$ cat src/rtl/wrr_sched.sv
// wrr_sched: weighted round-robin scheduler over NQ packet queues.
// One grant per packet; credits per queue reload from weights each round.
// Optional build macro WRR_STRICT_TOP_EN: queue NQ-1 becomes strict priority.
module wrr_sched #(
  parameter int unsigned NQ      = 8,
  parameter int unsigned QID_BIT = 3,
  parameter int unsigned WGT_BIT = 4
) (
  input  logic                  clk,
  input  logic                  rst_n,
  input  logic [NQ-1:0]         q_vld,
  input  logic [NQ*WGT_BIT-1:0] weights,
  output logic                  grant_vld,
  output logic [QID_BIT-1:0]    grant_id,
  input  logic                  grant_rdy,
  input  logic                  pkt_done,
  output logic                  busy,
  output logic                  round_start
);

`ifdef WRR_STRICT_TOP_EN
  localparam bit STRICT_TOP = 1'b1;
`else
  localparam bit STRICT_TOP = 1'b0;
`endif

  localparam logic [QID_BIT-1:0] TOP_ID = QID_BIT'(NQ - 1);

  typedef enum logic [1:0] {IDLE, RELOAD, OFFER, BUSY} state_t;

  state_t               state_q, state_d;
  logic [WGT_BIT-1:0]   credit_q [NQ];
  logic [WGT_BIT-1:0]   credit_d [NQ];
  logic [QID_BIT-1:0]   ptr_q, ptr_d;
  logic [QID_BIT-1:0]   grant_id_q, grant_id_d;
  logic                 grant_vld_q, grant_vld_d;
  logic                 busy_q, busy_d;
  logic                 round_start_q, round_start_d;
  logic                 strict_q, strict_d;

  logic [NQ-1:0]        wrr_req;
  logic [NQ-1:0]        eligible;
  logic                 found;
  logic [QID_BIT-1:0]   pick;
  logic [QID_BIT-1:0]   idx;

  // WRR request and eligibility masks; the strict queue never takes part in WRR
  always_comb begin
    wrr_req = q_vld;
    if (STRICT_TOP) wrr_req[NQ-1] = 1'b0;
    for (int unsigned i = 0; i < NQ; i++)
      eligible[i] = wrr_req[i] && (credit_q[i] != '0);
  end

  // First eligible queue at or after ptr, wrapping modulo NQ
  always_comb begin
    found = 1'b0;
    pick  = '0;
    idx   = '0;
    for (int unsigned i = 0; i < NQ; i++) begin
      idx = ptr_q + QID_BIT'(i);
      if (!found && eligible[idx]) begin
        found = 1'b1;
        pick  = idx;
      end
    end
  end

  // Next-state logic for arbitration, credit bookkeeping and handshake
  always_comb begin
    state_d       = state_q;
    credit_d      = credit_q;
    ptr_d         = ptr_q;
    grant_id_d    = grant_id_q;
    grant_vld_d   = grant_vld_q;
    busy_d        = busy_q;
    round_start_d = 1'b0;
    strict_d      = strict_q;
    unique case (state_q)
      IDLE: begin
        if (STRICT_TOP && q_vld[NQ-1]) begin
          grant_id_d  = TOP_ID;
          strict_d    = 1'b1;
          grant_vld_d = 1'b1;
          state_d     = OFFER;
        end else if (found) begin
          grant_id_d  = pick;
          strict_d    = 1'b0;
          grant_vld_d = 1'b1;
          state_d     = OFFER;
        end else if (wrr_req != '0) begin
          round_start_d = 1'b1;
          state_d       = RELOAD;
        end
      end
      RELOAD: begin
        for (int unsigned i = 0; i < NQ; i++)
          credit_d[i] = weights[i*WGT_BIT +: WGT_BIT];
        state_d = IDLE;
      end
      OFFER: begin
        if (grant_rdy) begin
          grant_vld_d = 1'b0;
          busy_d      = 1'b1;
          state_d     = BUSY;
          if (!strict_q)
            credit_d[grant_id_q] = credit_q[grant_id_q] - WGT_BIT'(1);
        end
      end
      BUSY: begin
        if (pkt_done) begin
          busy_d  = 1'b0;
          state_d = IDLE;
          // stay on a queue that still has credit, otherwise move past it
          if (!strict_q)
            ptr_d = (credit_q[grant_id_q] != '0) ? grant_id_q
                                                 : grant_id_q + QID_BIT'(1);
        end
      end
      default: state_d = IDLE;
    endcase
  end

  // State and output registers, asynchronously cleared
  always_ff @(posedge clk or negedge rst_n) begin
    if (!rst_n) begin
      state_q       <= IDLE;
      for (int unsigned i = 0; i < NQ; i++) credit_q[i] <= '0;
      ptr_q         <= '0;
      grant_id_q    <= '0;
      grant_vld_q   <= 1'b0;
      busy_q        <= 1'b0;
      round_start_q <= 1'b0;
      strict_q      <= 1'b0;
    end else begin
      state_q       <= state_d;
      credit_q      <= credit_d;
      ptr_q         <= ptr_d;
      grant_id_q    <= grant_id_d;
      grant_vld_q   <= grant_vld_d;
      busy_q        <= busy_d;
      round_start_q <= round_start_d;
      strict_q      <= strict_d;
    end
  end

  assign grant_vld   = grant_vld_q;
  assign grant_id    = grant_id_q;
  assign busy        = busy_q;
  assign round_start = round_start_q;

endmodule

$ cat config.mk
export PLATFORM = sky130hd
export DESIGN_NAME = wrr_sched
export DESIGN_NICKNAME = d
export VERILOG_FILES = /design/src/rtl/wrr_sched.sv
export SDC_FILE = /design/constraint.sdc
export NUM_CORES = 1
export LEC_CHECK = 0
export ABC_AREA = 0
export ABC_CLOCK_PERIOD_IN_PS = 9200
export BUFFER_PORTS_ARGS = -buffer_cell sky130_fd_sc_hd__buf_2
export CORE_MARGIN = 2
export CORE_UTILIZATION = 50
export DETAILED_ROUTE_END_ITERATION = 6
export GPL_ROUTABILITY_DRIVEN = 0
export GPL_TIMING_DRIVEN = 0
export HOLD_SLACK_MARGIN = 0.08
export PLACE_DENSITY = 0.77
export SETUP_SLACK_MARGIN = 0.5
export SLEW_MARGIN = 30
export SYNTH_ARGS = -nofsm -noshare
export SYNTH_HDL_FRONTEND = slang
export SYNTH_SLANG_ARGS = --single-unit
$ cat constraint.sdc
create_clock -name clk -period 9.2 [get_ports clk]
set_input_delay 2.76 -clock clk [delete_from_list [all_inputs] [get_ports clk]]
set_output_delay 2.76 -clock clk [all_outputs]
set_load 0.02 [all_outputs]
==> impl_metrics.tcl, run 1 <==
set metrics [dict create \
    post_synth_edffs 0 \
    root_buffer "sky130_fd_sc_hd__clkbuf_8" \
    first_global_vias 3304 \
    vias 3528 \
    max_cap_viol_count 0 \
    io_pins 50 \
    design.die.area_um2 7742 \
    cp-end-kind "flop" \
    design_area_um2 3985 \
    critical_path_peak_fanout 8 \
    synth_ff_type "sky130_fd_sc_hd__dfrtp_1" \
    netlist.area_leader.share 0.3051 \
    first_iter_violations 264 \
    finalHoldViolCount 0 \
    h_tree_lvls 2 \
    post-place-ws_ns 4.301 \
    syn2layout_area_growth_pct 12.98 \
    final.min_clock_period_ns 4.643 \
    setup.worst_path.start_class "input pin" \
    yosys_warnings 0 \
    detail_route.drc_violations 1 \
    initial_core_util 0.5192 \
    place.detailed.hpwl_um 7981 \
    die_height_um 87.99 \
    num-nets-final 492 \
    layout_setup_ws_ns 4.557 \
    synth_simple_gate_area_share 0.1891 \
    vias_per_cell 6.521 \
    finish.utilization 0.5866 \
    drive_above_1_share 0.2315 \
    grt_setup_unrepaired "no" \
    worst_slew_pin_slew_ns 0.8084 \
    ant_nets 0 \
    failing_checks "DRC" \
    maximum_clock_skew_at_final_layout_ns 0.009790 \
    final_min_period_over_clock_period 0.5047 \
    sw_frac_of_total 0.5386 \
    power.internal_mw 0.8035 \
    fillerInstances 610 \
    antenna_cell_count 0 \
    synth_area_um2 3527 \
    distinct_cells_synth 64 \
    grt_antenna_before_repair 0 \
    worstSetupPathType "input pin to flop" \
    yosys.area.top_type "sky130_fd_sc_hd__dfrtp_1" \
    fraction_of_the_mapped_netlist_area_in_compound_gates 0.3171 \
    yosys_register_bits 43 \
    cts-resized-gates 0 \
    slew-limit-headroom 0.4591 \
    crit_path_arrival_time_ns 4.82 \
    yosys.area_share.adder 0.01419 \
    relative_contribution_of_combinational_cells_to_total_power 0.704 \
    worst_hold_slack_ns 0.4937 \
    timing_max_transition_violations_final 0 \
    first_pass_iters 7 \
    most_used_standard_cell_by_instance_count_after_synthesis "sky130_fd_sc_hd__nand2_1" \
    post-cts-setup-buffers 0 \
    tritoncts "done" \
    hold_class "flop to flop" \
    wire_length_of_the_first_global_routing_pass_um 17190 \
    wirelength_um 10700 \
    yosysSeqAreaShare 0.3051 \
    fmaxAchievable_mhz 215.4 \
    path_clk_slew_ns 0.08 \
    asyncSetResetFlopFracSynth 1.000 \
    grt_start_max_net_pins 44 \
    numCtsBuffers 5 \
    setup_viol 0 \
    outcome "complete, but fails checks" \
    buffers_from_clock_root_to_sink_at_most 2 \
    cts_hold_repair.buffers 0 \
    placed_instance_area_um2 3892 \
    main_combinational_cell_family_by_area_after_synthesis "compound AO/OA/AOI/OAI gates" \
    die_x_um 87.99 \
    power_frac_clock 0.068 \
    route.detailed.wl_per_inst_um 19.78 \
    netlist_instances 388 \
    clock_sinks 43 \
    std_cell_rows 30 \
    grt.overflow.total 0 \
    totalNegativeSetupSlack_ns 0 \
    grt_util_all_layers 0.2912 \
    post_synthesis_net_count 436 \
    cellPowerDensity_nw_per_um2 437.0 \
    core-area_um2 6794 \
    multiplexer_share_of_the_synthesized_area 0.1117 \
    syn_area_per_cell_um2 9.091 \
    total_switching_power_mw 0.9378 \
    vdd_drop_max_mv 0.2418 \
    insertion_delay_ns 0.29 \
    yosys-top-cells-count "sky130_fd_sc_hd__nand2_1, sky130_fd_sc_hd__dfrtp_1, sky130_fd_sc_hd__o21ai_0, sky130_fd_sc_hd__a22oi_1, sky130_fd_sc_hd__clkbuf_1" \
    required_ns 9.37 \
    post_synthesis_xor_xnor_area_fraction 0.01703 \
    seqPwrFrac 0.227 \
    post_synth_main_area_contributors "sky130_fd_sc_hd__dfrtp_1, sky130_fd_sc_hd__a22oi_1, sky130_fd_sc_hd__nand2_1" \
    leakagePower_nw 1.652 \
    buffer_ports.inserted 49 \
]
## power groups by stage
stage	logic [mW]	clock network, mW	registers (mW)
final	1.23	0.119	0.396
after global routing	1.33	0.127	0.404
after CTS	1.20	0.120	0.392
after detailed placement	1.19	0	0.396
after global placement	1.16	0	0.394
after floorplan	0.893	0	0.379
## area by class of cell
type / instances / area [um2] / area share
multi-input cells: 306 / 2295 / 0.5758
flip-flops and latches: 43 / 1076 / 0.2700
repair buffers: 49 / 247.7 / 0.06217
plain buffers: 31 / 131.4 / 0.03297
well taps: 96 / 120.1 / 0.03014
clock buffers: 6 / 72.57 / 0.01821
inverters: 8 / 30.03 / 0.007535
clock inverters: 2 / 12.51 / 0.003140
## per-layer routing
metal / vias up / global-route usage / wire length, um
met5: - / 0 / 0
met2: 216 / 0.4731 / 5166
met3: 33 / 0.03582 / 981
met4: 0 / 0.1091 / 307
met1: 1682 / 0.3992 / 4248
li1: 1597 / - / -
## sequential cells by signal, summed over array words and instances, names as in the netlist
name,count
state_q,2
ptr_q,3
round_start,1
grant_id,3
busy,1
grant_vld,1
credit_q,32
## worst paths after layout
check	slack (ns)	from	cells past startpoint	to
hold / removal	0.49	busy	2	busy
min in group asynchronous	2.44	rst_n	1	credit_q[27]
setup reg to reg	5.59	ptr_q[0]	13	grant_id[1]
setup / recovery	4.56	q_vld[1]	9	grant_id[0]
max in group asynchronous	6.36	rst_n	1	grant_id[1]
hold reg to reg	0.49	busy	2	busy
## logic make-up (layout without fill, tap and decap cells)
kind of cell	Yosys count	after routing
AOI/OAI and AO/OA	143	143
adders and majority gates	4	4
muxes	25	25
DFF	43	43
xor gates and xnor gates	6	6
buffers and inverters	39	96
and+or+nand+nor	128	128
## critical path, cell delays in order
cell and delay [ns]:
sky130_fd_sc_hd__buf_2 0.14, sky130_fd_sc_hd__o41ai_4 0.14, sky130_fd_sc_hd__mux4_1 0.62, sky130_fd_sc_hd__mux2_2 0.35, sky130_fd_sc_hd__nand2_1 0.16, sky130_fd_sc_hd__nor3_1 0.06
sky130_fd_sc_hd__a311o_1 0.28, sky130_fd_sc_hd__a21oi_1 0.22, sky130_fd_sc_hd__a21oi_2 0.08
## through the flow
| stage | power (mW) | cells |
|---|---|---|
| detailed placement | 1.589 | 533 |
| global placement | 1.553 | 533 |
| floorplan | 1.272 | 388 |
| CTS | 1.712 | 541 |
| global route | 1.858 | 541 |
| finish | 1.741 | 541 |
## cells in the final DEF (no fill, tap or decap), types with 3 or more instances in the layout
master                     synthesis  routed
sky130_fd_sc_hd__and3b_1           4       4
sky130_fd_sc_hd__and3_1            9       9
sky130_fd_sc_hd__nor4_1            4       4
sky130_fd_sc_hd__o41ai_4           7       7
sky130_fd_sc_hd__o22ai_1           5       5
sky130_fd_sc_hd__mux4_2            8       8
sky130_fd_sc_hd__nand2b_1          3       3
sky130_fd_sc_hd__mux2i_1           6       6
sky130_fd_sc_hd__dfrtp_1          43      43
sky130_fd_sc_hd__a22o_1            4       4
sky130_fd_sc_hd__a22oi_1          34      34
sky130_fd_sc_hd__a21oi_1          14      14
sky130_fd_sc_hd__o21ai_0          39      39
sky130_fd_sc_hd__o21ai_1           9       9
sky130_fd_sc_hd__nor2b_1           3       3
sky130_fd_sc_hd__buf_2             6      54
sky130_fd_sc_hd__and2b_1           3       3
sky130_fd_sc_hd__nand3_1          10      10
sky130_fd_sc_hd__nor2_1           17      17
sky130_fd_sc_hd__mux2_2            7       7
sky130_fd_sc_hd__ha_1              4       4
sky130_fd_sc_hd__buf_4             2       3
sky130_fd_sc_hd__xnor2_1           3       3
sky130_fd_sc_hd__o221ai_1          3       3
sky130_fd_sc_hd__a221oi_1          3       3
sky130_fd_sc_hd__nor3b_2           2       3
sky130_fd_sc_hd__and4_1            3       3
sky130_fd_sc_hd__o31ai_1           3       3
sky130_fd_sc_hd__nor3_1            3       3
sky130_fd_sc_hd__nand2_1          57      57
sky130_fd_sc_hd__clkbuf_8          0       5
sky130_fd_sc_hd__clkbuf_1         23      24
sky130_fd_sc_hd__inv_1             6       6
No activity file was read; power rests on OpenSTA's default activity.
==> run 2, diff against run 1 <==
ABC_CLOCK_PERIOD_IN_PS = 4600   (was 9200)
clock period = 4.6 ns   (was 9.2 ns; I/O delays follow)
==> run 2 against run 1 <==
The flow now finishes without violations. Wire length increased by 0.10%. Non-clock buffer count did not move. Combinational power is 99% higher. Total power is 100% higher. First-iteration DRC count grew 3.0%. Via count decreased by 0.17%. Design area did not move. Largest cell class unchanged. Largest power group unchanged. Highest routed layer unchanged.
==> impl_metrics.tcl, run 2 (synthesis results as in run 1) <==
set metrics [dict create \
    vias 3522 \
    detail_route.drc_violations 0 \
    first_iter_violations 272 \
    tritoncts "done" \
    mostFrequentLayoutCells "sky130_fd_sc_hd__nand2_1, sky130_fd_sc_hd__buf_2, sky130_fd_sc_hd__dfrtp_1" \
    wire_length_of_the_first_global_routing_pass_um 17180 \
    numCtsBuffers 5 \
    initial_core_util 0.5192 \
    max_flop_register "credit_q" \
    antenna_cell_count 0 \
    finalHoldViolCount 0 \
    grt_start_max_net_pins 44 \
    die_x_um 87.99 \
    multi_input_area_um2 2295 \
    largest_register_ff_count 32 \
    root_buffer "sky130_fd_sc_hd__clkbuf_8" \
    grt_util_all_layers 0.2908 \
    setup_viol 0 \
    io_pins 50 \
    max_cap_viol_count 0 \
    std_cell_rows 30 \
    crit_slowest_cell "sky130_fd_sc_hd__mux4_2" \
    timing_max_transition_violations_final 0 \
    layout_setup_ws_ns 0.9687 \
    hold_class "flop to flop" \
    outcome "completed" \
    ant_nets 0 \
    maximum_clock_skew_at_final_layout_ns 0.009032 \
    cts_hold_repair.buffers 0 \
    crit_path_arrival_time_ns 3.80 \
    grt.overflow.total 0 \
    critical_path_peak_fanout 10 \
    post-place-ws_ns 0.9993 \
    clock_sinks 43 \
    post-cts-setup-buffers 0 \
    required_ns 4.77 \
    buffer_ports.inserted 49 \
    die_height_um 87.99 \
    vdd_drop_max_mv 0.4817 \
    core-area_um2 6794 \
    wirelength_um 10710 \
    fillerInstances 610 \
    worst_slew_pin_slew_ns 0.7835 \
    final_min_period_over_clock_period 0.7894 \
    grt_antenna_before_repair 0 \
    buffers_from_clock_root_to_sink_at_most 2 \
    worst-path-buf-inv 5 \
    totalNegativeSetupSlack_ns 0 \
    design.die.area_um2 7742 \
    cellPowerDensity_nw_per_um2 874.9 \
    final.min_clock_period_ns 3.631 \
    vias_per_cell 6.510 \
    h_tree_lvls 2 \
    slew-limit-headroom 0.4758 \
    layout.area.seq_um2 1076 \
    timing.critical_path.depth 13 \
    cp-end-kind "flop" \
    insertion_delay_ns 0.30 \
    cp_slowest_stage_delay_ns 0.55 \
    path_clk_slew_ns 0.08 \
    cts-resized-gates 0 \
    place.detailed.hpwl_um 7981 \
    worstPathCellList "clkbuf_1, inv_1, buf_2, ha_1, buf_4, inv_2, mux2_2, mux4_2, nand2b_1, o221ai_1, o21ai_1, a221oi_1, o31ai_1" \
    setup.worst_path.start_class "flop" \
    min_path_cells 2 \
    syn2layout_area_growth_pct 12.98 \
    most_frequent_standard_cell_in_the_layout_excluding_fill_and_tap_cells "sky130_fd_sc_hd__nand2_1" \
    worstSetupPathType "flop to flop" \
    leakagePower_nw 1.652 \
    first_global_vias 3309 \
    worst_r2r_path_depth 13 \
    first_pass_iters 7 \
    num-nets-final 492 \
    fmaxAchievable_mhz 275.4 \
    crit_family "buffers and inverters" \
    grt_setup_unrepaired "no" \
    route.detailed.wl_per_inst_um 19.80 \
    drive_above_1_share 0.2315 \
]
run 2: worst register-to-register path, delay by kind of cell (launching register included):
kind	cells	cell delay (ns)
buffers and inverters	5	1.07
DFF	1	0.36
muxes	2	0.94
and+or+nand+nor	1	0.20
adders and majority gates	1	0.31
AOI/OAI and AO/OA	4	0.63
run 2: stage by stage:
stage	utilization	power, mW	hold slack, ns	cell area [um2]	instances
final	0.5866	3.486	0.4892	3985	541
after global placement	0.5729	3.107	0.4598	3892	533
after global routing	0.5866	3.717	0.5159	3985	541
after CTS	0.5855	3.424	0.4892	3978	541
after floorplan	-	2.544	0.5047	3527	388
after detailed placement	0.5729	3.178	0.4688	3892	533
run 2: final timing paths:
kind                          start      endpoint  slack (ns)
hold reg to reg                busy          busy        0.49
max in group asynchronous     rst_n   grant_id[1]        3.15
setup / recovery           ptr_q[0]   grant_id[1]        0.97
hold / removal                 busy          busy        0.49
min in group asynchronous     rst_n  credit_q[27]        1.06
setup reg to reg           ptr_q[0]   grant_id[1]        0.97
run 2: per-layer routing:
| metal | global-route usage | vias up | part of all wire |
|---|---|---|---|
| met2 | 0.4711 | 214 | 0.48 |
| met1 | 0.3968 | 1671 | 0.40 |
| li1 | - | 1598 | - |
| met3 | 0.03676 | 39 | 0.085 |
| met5 | 0 | - | 0 |
| met4 | 0.1147 | 0 | 0.038 |
run 2: cell type report:
type / count / share of cell area
well taps: 96 / 0.03014
plain buffers: 31 / 0.03297
clock buffers: 6 / 0.01821
multi-input cells: 306 / 0.5758
flip-flops and latches: 43 / 0.2700
inverters: 8 / 0.007535
clock inverters: 2 / 0.003140
repair buffers: 49 / 0.06217
run 2: where the power goes:
group / total, mW / switching [mW] / internal, mW / leakage [nW]
logic: 2.45 / 1.51 / 0.942 / 1.08
registers: 0.791 / 0.232 / 0.559 / 0.530
clock network: 0.241 / 0.135 / 0.106 / 0.0412
==> run 3, diff against run 2 <==
ABC_AREA = 1   (was 0)
ABC_CLOCK_PERIOD_IN_PS = 3200   (was 4600)
PLACE_DENSITY = 0.8   (was 0.77)
clock period = 3.2 ns   (was 4.6 ns; I/O delays follow)
==> run 3 against run 2 <==
First-iteration DRC count grew 1.1%. Synthesized cell count increased by 22%. Clock skew up 0.0016 ns. Setup slack got worse by 0.37 ns. Critical path type unchanged. Die area fell by 6.6%.
==> impl_metrics.tcl, run 3 <==
set metrics [dict create \
    buffer_ports.inserted 49 \
    path_clk_slew_ns 0.08 \
    wirelength_um 9073 \
    cellPowerDensity_nw_per_um2 1281 \
    final_min_period_over_clock_period 0.8116 \
    vdd_drop_max_mv 0.7641 \
    asyncSetResetFlopFracSynth 1.000 \
    synth_ff_type "sky130_fd_sc_hd__dfrtp_1" \
    tritoncts "done" \
    largest_register_ff_count 32 \
    grt_setup_unrepaired "no" \
    insertion_delay_ns 0.31 \
    place_inst 601 \
    final.min_clock_period_ns 2.597 \
    yosys_register_bits 43 \
    post_synth_main_area_contributors "sky130_fd_sc_hd__dfrtp_1, sky130_fd_sc_hd__nand2_1, sky130_fd_sc_hd__nand3_1" \
    std_cell_rows 29 \
    netlist_instances 475 \
    design_area_um2 3815 \
    buffers_from_clock_root_to_sink_at_most 2 \
    totalNegativeSetupSlack_ns 0 \
    timing_max_transition_violations_final 0 \
    maximum_clock_skew_at_final_layout_ns 0.01060 \
    crit_path_arrival_time_ns 2.83 \
    fin_total_pwr_mw 4.886 \
    mostFrequentLayoutCells "sky130_fd_sc_hd__nand2_1, sky130_fd_sc_hd__nor2_1, sky130_fd_sc_hd__buf_2" \
    yosys.area.top_type "sky130_fd_sc_hd__dfrtp_1" \
    grt_antenna_before_repair 0 \
    place.detailed.hpwl_um 6905 \
    worst_slew_pin_slew_ns 0.9195 \
    vias_per_cell 5.649 \
    yosysSeqAreaShare 0.3276 \
    leakagePower_nw 1.831 \
    critical_path_peak_fanout 10 \
    detail_route.drc_violations 0 \
    max_flop_register "credit_q" \
    finalHoldViolCount 0 \
    most_used_standard_cell_by_instance_count_after_synthesis "sky130_fd_sc_hd__nand2_1" \
    design.die.area_um2 7234 \
    syn2layout_area_growth_pct 16.15 \
    max_cap_viol_count 0 \
    post_synthesis_net_count 523 \
    netlist.area_leader.share 0.3276 \
    core-area_um2 6350 \
    h_tree_lvls 2 \
    outcome "completed" \
    io_pins 50 \
    wire_length_of_the_first_global_routing_pass_um 14930 \
    fmaxAchievable_mhz 385.0 \
    first_pass_iters 5 \
    slew-limit-headroom 0.3805 \
    initial_core_util 0.5172 \
    required_ns 3.43 \
    cp_slowest_stage_delay_ns 0.40 \
    instances_no_fill 613 \
    die_height_um 85.05 \
    vias 3463 \
    grt_util_all_layers 0.2579 \
    worst_hold_slack_ns 0.4912 \
    crit_slowest_cell "sky130_fd_sc_hd__dfrtp_1" \
    ant_nets 0 \
    die_x_um 85.05 \
    placed_instance_area_um2 3626 \
    cp-end-kind "flop" \
    root_buffer "sky130_fd_sc_hd__clkbuf_8" \
    drive_above_1_share 0.2425 \
    synth_area_um2 3284 \
    worstSetupPathType "flop to flop" \
    yosys_warnings 0 \
    distinct_cells_synth 45 \
    numCtsBuffers 5 \
    yosys-top-cells-count "sky130_fd_sc_hd__nand2_1, sky130_fd_sc_hd__nor2_1, sky130_fd_sc_hd__nand3_1, sky130_fd_sc_hd__dfrtp_1, sky130_fd_sc_hd__a21oi_1" \
    grt.overflow.total 0 \
    hold_class "flop to flop" \
    num-nets-final 583 \
    setup.worst_path.start_class "flop" \
    first_iter_violations 275 \
    worstPathCellList "buf_6, nand3_2, inv_2, a22oi_1, nand3_1, or2_1, inv_2, buf_6, ha_1, or2_2, buf_2, o21ai_0, nand2_1, o21ai_0" \
    most_frequent_standard_cell_in_the_layout_excluding_fill_and_tap_cells "sky130_fd_sc_hd__nand2_1" \
    setup_viol 0 \
    antenna_cell_count 0 \
    post_synth_edffs 0 \
    route.detailed.wl_per_inst_um 14.80 \
    clock_sinks 43 \
    first_global_vias 3238 \
    syn_area_per_cell_um2 6.915 \
    grt_start_max_net_pins 44 \
]
==> run 3: cell types whose count changed after synthesis, sizes merged, moves of 18 or more <==
cell | before | now
nand2 | 57 | 120
a22oi | 34 | 5
clkbuf | 23 | 5
a21oi | 16 | 47
inv | 7 | 50
nand3 | 10 | 66
nor2 | 17 | 63
==> run 3: cells by family (layout without fill, tap and decap cells) <==
group | after synthesis | after routing | synth area share
AO/OA/AOI/OAI | 98 | 98 | 0.1768
XOR/XNOR | 4 | 4 | 0.01296
adder cells (fa/ha/maj) | 4 | 4 | 0.01524
buffers and inverters | 62 | 123 | 0.07695
flip-flops | 43 | 43 | 0.3276
AND/OR/NAND/NOR | 264 | 264 | 0.3905
==> run 3: worst paths after layout <==
path                        startpoint          end  slack, ns  cells after the start
hold / removal               grant_vld    grant_vld       0.49                      2
setup / recovery           grant_id[0]  credit_q[9]       0.60                     14
hold reg to reg              grant_vld    grant_vld       0.49                      2
max in group asynchronous        rst_n  grant_id[1]       2.14                      1
setup reg to reg           grant_id[0]  credit_q[9]       0.60                     14
min in group asynchronous        rst_n  credit_q[0]       0.63                      1
==> run 3: report_power, final <==
group	switching, mW	internal, mW	leakage (nW)
clock network	0.192	0.253	0.0612
logic	2.27	1.10	1.26
registers	0.260	0.816	0.509
total	2.72	2.17	1.83
==> run 3: stage by stage <==
stage,utilization,worst slack (ns)
5_1_grt,0.6008,0.4965
3_5_place_dp,0.5710,0.4573
3_3_place_gp,0.5710,0.4621
2_1_floorplan,-,0.7395
4_1_cts,0.5898,0.5120
6_report,0.6008,0.6027
==> run 3: critical path, delay by kind of cell, from the launching register on <==
| family | cells | cell delay, ns |
|---|---|---|
| DFF | 1 | 0.40 |
| and+or+nand+nor | 5 | 0.77 |
| buffers and inverters | 5 | 0.65 |
| adders and majority gates | 1 | 0.23 |
| AOI/OAI and AO/OA | 3 | 0.47 |
==> run 3: layout make-up <==
cell class              instances  area (um2)
plain buffers                  11       66.31
clock buffers                   6       82.58
clock inverters                 2       35.03
fillers                       571        2535
inverters                      51       201.4
multi-input cells             370        1977
flip-flops and latches         43        1079
well taps                      77       96.34
repair buffers                 53       277.8
==> run 3: per-layer routing <==
layer | wire, um | vias to the layer above | share of wire | global-route usage
met4 | 253 | 0 | 0.028 | 0.1025
met2 | 4225 | 164 | 0.47 | 0.4148
li1 | - | 1706 | - | -
met3 | 708 | 27 | 0.078 | 0.04572
met1 | 3885 | 1566 | 0.43 | 0.3459
met5 | 0 | - | 0 | 0
==> run 3: repair_timing <==
item,in CTS,in global routing
setup endpoints to repair,8,22
setup buffers,0,4
resized for setup,1,14
hold buffers,0,0
pin swaps,0,1
endpoints found under the hold margin,0,0
